==> src/rtl/ga_pkg.sv <==
// ga_pkg: CPU FSM state type, slot phase windows and range helper for the RAM access sequencer
package ga_pkg;
  typedef enum logic [2:0] {S_IDLE, S_PEND, S_ACCESS, S_REFRESH, S_DONE} cpu_state_e;
  localparam int CPU_SLOT_START_DEF = 8;
  localparam logic [3:0] VID_RAS_LO = 4'd1;
  localparam logic [3:0] VID_RAS_HI = 4'd6;
  localparam logic [3:0] VID_COL_LO = 4'd2;
  localparam logic [3:0] VID_COL_HI = 4'd6;
  localparam logic [3:0] VID_CAS_A_LO = 4'd2;
  localparam logic [3:0] VID_CAS_A_HI = 4'd3;
  localparam logic [3:0] VID_CAS_B_LO = 4'd5;
  localparam logic [3:0] VID_CAS_B_HI = 4'd6;
  localparam logic [3:0] VID_LAT_A = 4'd3;
  localparam logic [3:0] VID_LAT_B = 4'd6;
  localparam logic [3:0] CPU_RAS_LO = 4'd9;
  localparam logic [3:0] CPU_RAS_HI = 4'd14;
  localparam logic [3:0] REF_RAS_HI = 4'd12;
  localparam logic [3:0] CPU_COL_LO = 4'd10;
  localparam logic [3:0] CPU_COL_HI = 4'd14;
  localparam logic [3:0] CPU_CAS_LO = 4'd10;
  localparam logic [3:0] CPU_CAS_HI = 4'd13;
  localparam logic [3:0] WAIT_LAST = 4'd12;
  function automatic logic in_rng(input logic [3:0] p, input logic [3:0] lo, input logic [3:0] hi);
    return (p >= lo) && (p <= hi);
  endfunction
endpackage

==> src/rtl/slot_phase_counter.sv <==
// slot_phase_counter: free-running 16-phase slot counter with next-phase, wrap and CPU-slot-entry decodes
module slot_phase_counter import ga_pkg::*; #(
  parameter int CPU_SLOT_START = CPU_SLOT_START_DEF
) (
  input  logic       CLK_n,
  input  logic       RESET,
  output logic [3:0] phase,
  output logic [3:0] phase_nx,
  output logic       wrap,
  output logic       slot_go
);
  localparam logic [3:0] SLOT = 4'(CPU_SLOT_START);
  logic [3:0] phase_q, phase_d;
  // next phase; wraps naturally from 15 to 0
  always_comb phase_d = phase_q + 4'd1;
  // phase register, cleared by reset
  always_ff @(posedge CLK_n) phase_q <= RESET ? 4'd0 : phase_d;
  assign phase = phase_q;
  assign phase_nx = phase_d;
  assign wrap = phase_q == 4'd15;
  assign slot_go = phase_d == SLOT;
endmodule

==> src/rtl/ram_access_sequencer.sv <==
// ram_access_sequencer: DRAM slot sequencer sharing RAM between video fetch and Z80; WAIT_GEN_EN adds Z80 wait generation
module ram_access_sequencer import ga_pkg::*; #(
  parameter int CPU_SLOT_START = CPU_SLOT_START_DEF
) (
  input  logic       CLK_n,
  input  logic       RESET,
  input  logic       MREQ_n,
  input  logic       RFSH_n,
  input  logic       VID_EN,
  output logic [3:0] PHASE,
  output logic       RAS_n,
  output logic       CAS_n,
  output logic       MUX_COL,
  output logic       ADDR_SRC,
  output logic       VID_LATCH,
  output logic       CPU_READY
);
  logic [3:0] phase_nx;
  logic wrap, slot_go, cpu, acc;
  cpu_state_e state_q, state_d;
  logic rfsh_q, rfsh_d, vid_q, vid_d;
  logic ras_n_q, ras_n_d, cas_n_q, cas_n_d, mux_col_q, mux_col_d;
  logic addr_src_q, addr_src_d, vid_latch_q, vid_latch_d;
  slot_phase_counter #(.CPU_SLOT_START(CPU_SLOT_START)) u_phase (
    .CLK_n(CLK_n), .RESET(RESET), .phase(PHASE), .phase_nx(phase_nx), .wrap(wrap), .slot_go(slot_go)
  );
  // CPU request FSM and the video-enable latch taken at the end of each frame
  always_comb begin
    state_d = state_q;
    rfsh_d = rfsh_q;
    vid_d = wrap ? VID_EN : vid_q;
    case (state_q)
      S_IDLE: begin
        state_d = MREQ_n ? S_IDLE : S_PEND;
        rfsh_d = MREQ_n ? rfsh_q : !RFSH_n;
      end
      S_PEND: state_d = MREQ_n ? S_IDLE : slot_go ? (rfsh_q ? S_REFRESH : S_ACCESS) : S_PEND;
      S_ACCESS, S_REFRESH: state_d = wrap ? S_DONE : state_q;
      S_DONE: state_d = MREQ_n ? S_IDLE : S_DONE;
      default: state_d = S_IDLE;
    endcase
  end
  // strobes are decoded for the phase being entered so the registered outputs line up with PHASE
  always_comb begin
    cpu = (state_d == S_ACCESS) || (state_d == S_REFRESH);
    acc = state_d == S_ACCESS;
    ras_n_d = !((vid_q && in_rng(phase_nx, VID_RAS_LO, VID_RAS_HI)) ||
                (cpu && in_rng(phase_nx, CPU_RAS_LO, acc ? CPU_RAS_HI : REF_RAS_HI)));
    cas_n_d = !((vid_q && (in_rng(phase_nx, VID_CAS_A_LO, VID_CAS_A_HI) || in_rng(phase_nx, VID_CAS_B_LO, VID_CAS_B_HI))) ||
                (acc && in_rng(phase_nx, CPU_CAS_LO, CPU_CAS_HI)));
    mux_col_d = (vid_q && in_rng(phase_nx, VID_COL_LO, VID_COL_HI)) || (acc && in_rng(phase_nx, CPU_COL_LO, CPU_COL_HI));
    addr_src_d = cpu;
    vid_latch_d = vid_q && (phase_nx == VID_LAT_A || phase_nx == VID_LAT_B);
  end
  // state and output registers; reset aborts any access in progress
  always_ff @(posedge CLK_n) begin
    if (RESET) begin
      state_q <= S_IDLE;
      rfsh_q <= 1'b0;
      vid_q <= 1'b0;
      ras_n_q <= 1'b1;
      cas_n_q <= 1'b1;
      mux_col_q <= 1'b0;
      addr_src_q <= 1'b0;
      vid_latch_q <= 1'b0;
    end else begin
      state_q <= state_d;
      rfsh_q <= rfsh_d;
      vid_q <= vid_d;
      ras_n_q <= ras_n_d;
      cas_n_q <= cas_n_d;
      mux_col_q <= mux_col_d;
      addr_src_q <= addr_src_d;
      vid_latch_q <= vid_latch_d;
    end
  end
  assign RAS_n = ras_n_q;
  assign CAS_n = cas_n_q;
  assign MUX_COL = mux_col_q;
  assign ADDR_SRC = addr_src_q;
  assign VID_LATCH = vid_latch_q;
`ifdef WAIT_GEN_EN
  logic cpu_ready_q, cpu_ready_d;
  // hold the Z80 while pending and until the serving slot's strobes are nearly done
  always_comb cpu_ready_d = !((state_d == S_PEND) || (cpu && phase_nx <= WAIT_LAST));
  // wait output register
  always_ff @(posedge CLK_n) cpu_ready_q <= RESET ? 1'b1 : cpu_ready_d;
  assign CPU_READY = cpu_ready_q;
`else
  assign CPU_READY = 1'b1;
`endif
endmodule

==> config.mk <==
export PLATFORM = sky130hd
export DESIGN_NAME = ram_access_sequencer
export DESIGN_NICKNAME = d
export VERILOG_FILES = /design/src/rtl/ga_pkg.sv /design/src/rtl/slot_phase_counter.sv /design/src/rtl/ram_access_sequencer.sv
export SDC_FILE = /design/constraint.sdc
export NUM_CORES = 1
export LEC_CHECK = 0
export ABC_AREA = 1
export ABC_CLOCK_PERIOD_IN_PS = 1900
export CAP_MARGIN = 5
export CORE_UTILIZATION = 25
export CTS_CLUSTER_SIZE = 8
export DETAILED_ROUTE_END_ITERATION = 8
export HOLD_SLACK_MARGIN = 0.1
export PLACE_DENSITY = 0.48
export SLEW_MARGIN = 25
export SYNTH_ARGS = -nofsm -noshare
export SYNTH_HDL_FRONTEND = slang
export SYNTH_SLANG_ARGS = --single-unit
==> constraint.sdc <==
create_clock -name CLK_n -period 1.9 [get_ports CLK_n]
set_clock_uncertainty 0.1 [all_clocks]
set_input_delay 0.19 -clock CLK_n [delete_from_list [all_inputs] [get_ports CLK_n]]
set_output_delay 0.19 -clock CLK_n [all_outputs]
set_load 0.03 [all_outputs]
==> key figures, run 1 <==
Floorplanning
  – Core Footprint: 0.00281 mm²
  – Die X: 56.8 µm
  – Die height: 56.8 µm
  – Die area: 0.00323 mm²
  – Starting Density: 0.268
  – Io pins: 15
  – Number of core rows: 19

Pwr
  – Sw Share: 0.284
  – Power share of the sequential group: 0.456
  – Maximum VDD drop: 0.000190 V
  – Clk pwr share: 0.319
  – PwrDens: around 600 mW/mm²
  – Switching power: 0.196 mW
  – Pint: a little under 0.5 mW
  – Leakage: 0.482 nW
  – Combinational Power Share: 0.225

Status
  – Status: finished, violations left
  – Failing checks: design-rule violations

Synthesis
  – Top-count cell post-synth: nand2_1
  – Syn avg cell area: 6.95 µm²
  – Sequential fraction of the synthesis area: 0.373
  – Synth top area cells: dfxtp_1 37%, nand2_1 8.5%, ha_1 8.3%, nand3_1 7.3%, inv_1 7.0%
  – Synth Flop Type: dfxtp_1
  – Seq cells post-synth: 14
  – Syn. warnings: 0
  – Syn_nets: 118
  – Post-synthesis async set-or-reset flop share: 0
  – Mapped cell area: 751 µm²
  – Synth top area share: 0.373
  – EDFF count, synth: 0
  – Unique masters post-synth: 21
  – Gate Count Post-Synth: roughly 110
  – Cell accounting for the most synthesized area: dfxtp_1
  – Top post-synthesis cells by count: 17 x nand2_1, 14 x dfxtp_1, 14 x inv_1, 14 x nor2_1, 11 x nand3_1

Final layout
  – Final instance area: 0.00115 mm²
  – Area Overhead vs Synth: 53.3%
  – Final core occ: 0.410
  – NumNets Final: 152
  – Filler cells: around 300
  – Inserted Diodes: 0
  – Layout cells sized above 1: 0.326

STA
  – Final worst slack: approximately 0.0096 ns
  – Final hold slack: 0.383 ns
  – Setup-failing EPs final: 0
  – Unrepaired setup endpoints after global routing: yes
  – Slew Limit Fails: 0
  – Fmax achieved: between 500 and 600 MHz
  – Period Utilization, post-route: 0.995
  – Period minus WS final: 1.89 ns
  – Final Hold Viols: 0

Placement
  – Placement-stage cell area: 0.00102 mm²
  – GPL Wtd Cong: 0.840
  – Count of input and output buffers: 13
  – Pre-CTS WS: -0.139 ns
  – Dpl hpwl: 1270 µm

Route
  – WL final: between 1500 and 2000 µm
  – # DRC: 4
  – Vias: 756
  – Wirelength per Cell: 10.2 µm
  – Vias/cell: ~4.4
  – DRT antenna net count: 0
  – DRT iter0 DRCs: 21
  – Pre-Repair DR Iteration Count: 6

Critical path
  – Reg-to-reg endpoint: RAS_n
  – CP peak stage delay: 0.39 ns
  – CP bufs+invs: 1
  – Crit path max-delay family: simple AND/OR/NAND/NOR gates
  – Worst reg2reg path startpoint: u_phase.phase[0]
  – CP max-delay cell: dfxtp_4
  – Startpoint types: register
  – Crit path cell chain: ha_4, inv_2, nand2_2, nand2_4, nor2_4, nand3_2, nand2_2, nand2_2, nor2_4, ha_4, a21oi_2, nand2_1, nand3_1, o22ai_1, nand2_1
  – Crit. End Element: register
  – Most used cell, CP: nand2_2
  – Critical Path Fanout Max: 5
  – Reg2Reg Depth: 15
  – WS Path Type: reg2reg
  – Critical Path RT: 2.02 ns
  – Data arrival, critical path: ~2.0 ns
  – Reg2Reg Setup Slack: approximately 0.0096 ns

GRT
  – Initial antenna violation count: 0
  – First-pass GRT wire length: 2840 µm
  – Vias in the first global route: 668
  – Remaining Overflow, GRT: 0
  – Largest net degree at the start of global routing: 9
  – GRT Util Overall: 0.116

Run
  – Maxcap violations: 0

Worst hold path
  – Hold_sp: rfsh_q
  – Hold Crit Class: reg2reg
  – Worst Hold Endpoint: rfsh_q
  – Hold path depth: 2

Clocking
  – Total CTS buffers: 3
  – H-Tree Level Count: 1
  – Clk root buf: clkbuf_4
  – CTS tree: done
  – Clock Sinks: 14
  – Clock-pin slew on the worst setup and hold paths: 0.10 ns
  – Max clock buf depth: 2
  – Worst skew pair latency: 0.28 ns
  – Cts hold-fix bufs: 0
[power by group through the flow]
| stage | Clock, mW | Sequential [mW] | Combinational (mW) |
|---|---|---|---|
| after floorplan | 0 | 0.332 | 0.0635 |
| after global placement | 0 | 0.321 | 0.128 |
| after detailed placement | 0 | 0.321 | 0.128 |
| after CTS | 0.231 | 0.314 | 0.142 |
| after global routing | 0.251 | 0.316 | 0.170 |
| final | 0.220 | 0.314 | 0.155 |
[registers in the layout (all words and copies together) (netlist names)]
name and cells:
u_phase.phase 4, RAS_n 1, MUX_COL 1, rfsh_q 1
CAS_n 1, VID_LATCH 1, vid_q 1, ADDR_SRC 1
state_q 3
[worst reg2reg max path: cells and delay by family (launching register included)]
family	cells	cell delay (ns)
and+or+nand+nor	10	0.78
DFF	1	0.39
adders and majority gates	2	0.37
AOI/OAI and AO/OA	2	0.17
buffers and inverters	1	0.04
[how the worst max path moves through the flow]
stage	start	to	slack (ns)	depth (start not counted)
6_report	u_phase.phase[0]	RAS_n	0.01	15
5_1_grt	u_phase.phase[0]	RAS_n	-0.15	15
4_1_cts	u_phase.phase[0]	RAS_n	-0.01	15
3_5_place_dp	MREQ_n	RAS_n	-0.14	14
3_3_place_gp	MREQ_n	RAS_n	-0.12	14
2_1_floorplan	u_phase.phase[0]	RAS_n	-0.01	15
[kinds of logic after synthesis]
logic type | after synthesis | synth area share
and+or+nand+nor | 53 | 0.330
buffers and inverters | 22 | 0.115
DFF | 14 | 0.373
AOI/OAI and AO/OA | 13 | 0.0934
adders and majority gates | 5 | 0.0833
other | 1 | 0.00500
[repair_timing]
item	4_1_cts	5_1_grt
pin swaps	2	5
buffers inserted	4	2
resized for setup	4	4
setup endpoints to repair	1	4
[metal layers]
layer  global-route usage  wire length [µm]  up-vias
li1                     -                 -      408
met1                0.149               824      334
met2                0.187               851       12
met3               0.0207                52        2
met4               0.0523                27        0
met5                    0                 0        -
[metrics by stage]
step                       TNS, ns  total power [mW]  std cells
after floorplan           -0.00960             0.395        108
after global placement      -0.121             0.450        162
after detailed placement    -0.139             0.449        162
after CTS                  -0.0146             0.687        170
after global routing        -0.172             0.737        172
final                            0             0.689        172
[cell type report]
type	instances	area (µm²)	area share
clock buffers	4	36.3	0.0315
inverters	20	75.1	0.0652
multi-input cells	72	447	0.388
flip-flops and latches	14	289	0.251
well taps	31	38.8	0.0337
repair buffers	31	265	0.230
[layout by cell type, fill, tap and decap left out, types with 4 or more instances in the layout]
| cell type | instances |
|---|---|
| dfxtp_1 | 11 |
| o21ai_0 | 4 |
| a21oi_1 | 4 |
| buf_4 | 18 |
| inv_1 | 14 |
| nor2_1 | 14 |
| clkdlybuf4s50_1 | 13 |
| inv_2 | 6 |
| nand2_1 | 14 |
| nand2_2 | 6 |
| nand3_1 | 10 |
Note: power is estimated with default switching activity, not from simulation.
==> inputs of run 2 (changes only) <==
--- a/config.mk
+++ b/config.mk
@@ -6,12 +6,10 @@
 export NUM_CORES = 1
 export LEC_CHECK = 0
 export ABC_AREA = 1
-export ABC_CLOCK_PERIOD_IN_PS = 1900
 export CAP_MARGIN = 5
 export CORE_UTILIZATION = 25
 export CTS_CLUSTER_SIZE = 8
 export DETAILED_ROUTE_END_ITERATION = 8
-export HOLD_SLACK_MARGIN = 0.1
 export PLACE_DENSITY = 0.48
 export SLEW_MARGIN = 25
 export SYNTH_ARGS = -nofsm -noshare
==> results of run 2 <==
No change in the layout: final DEF, timing and power equal those of run 1.
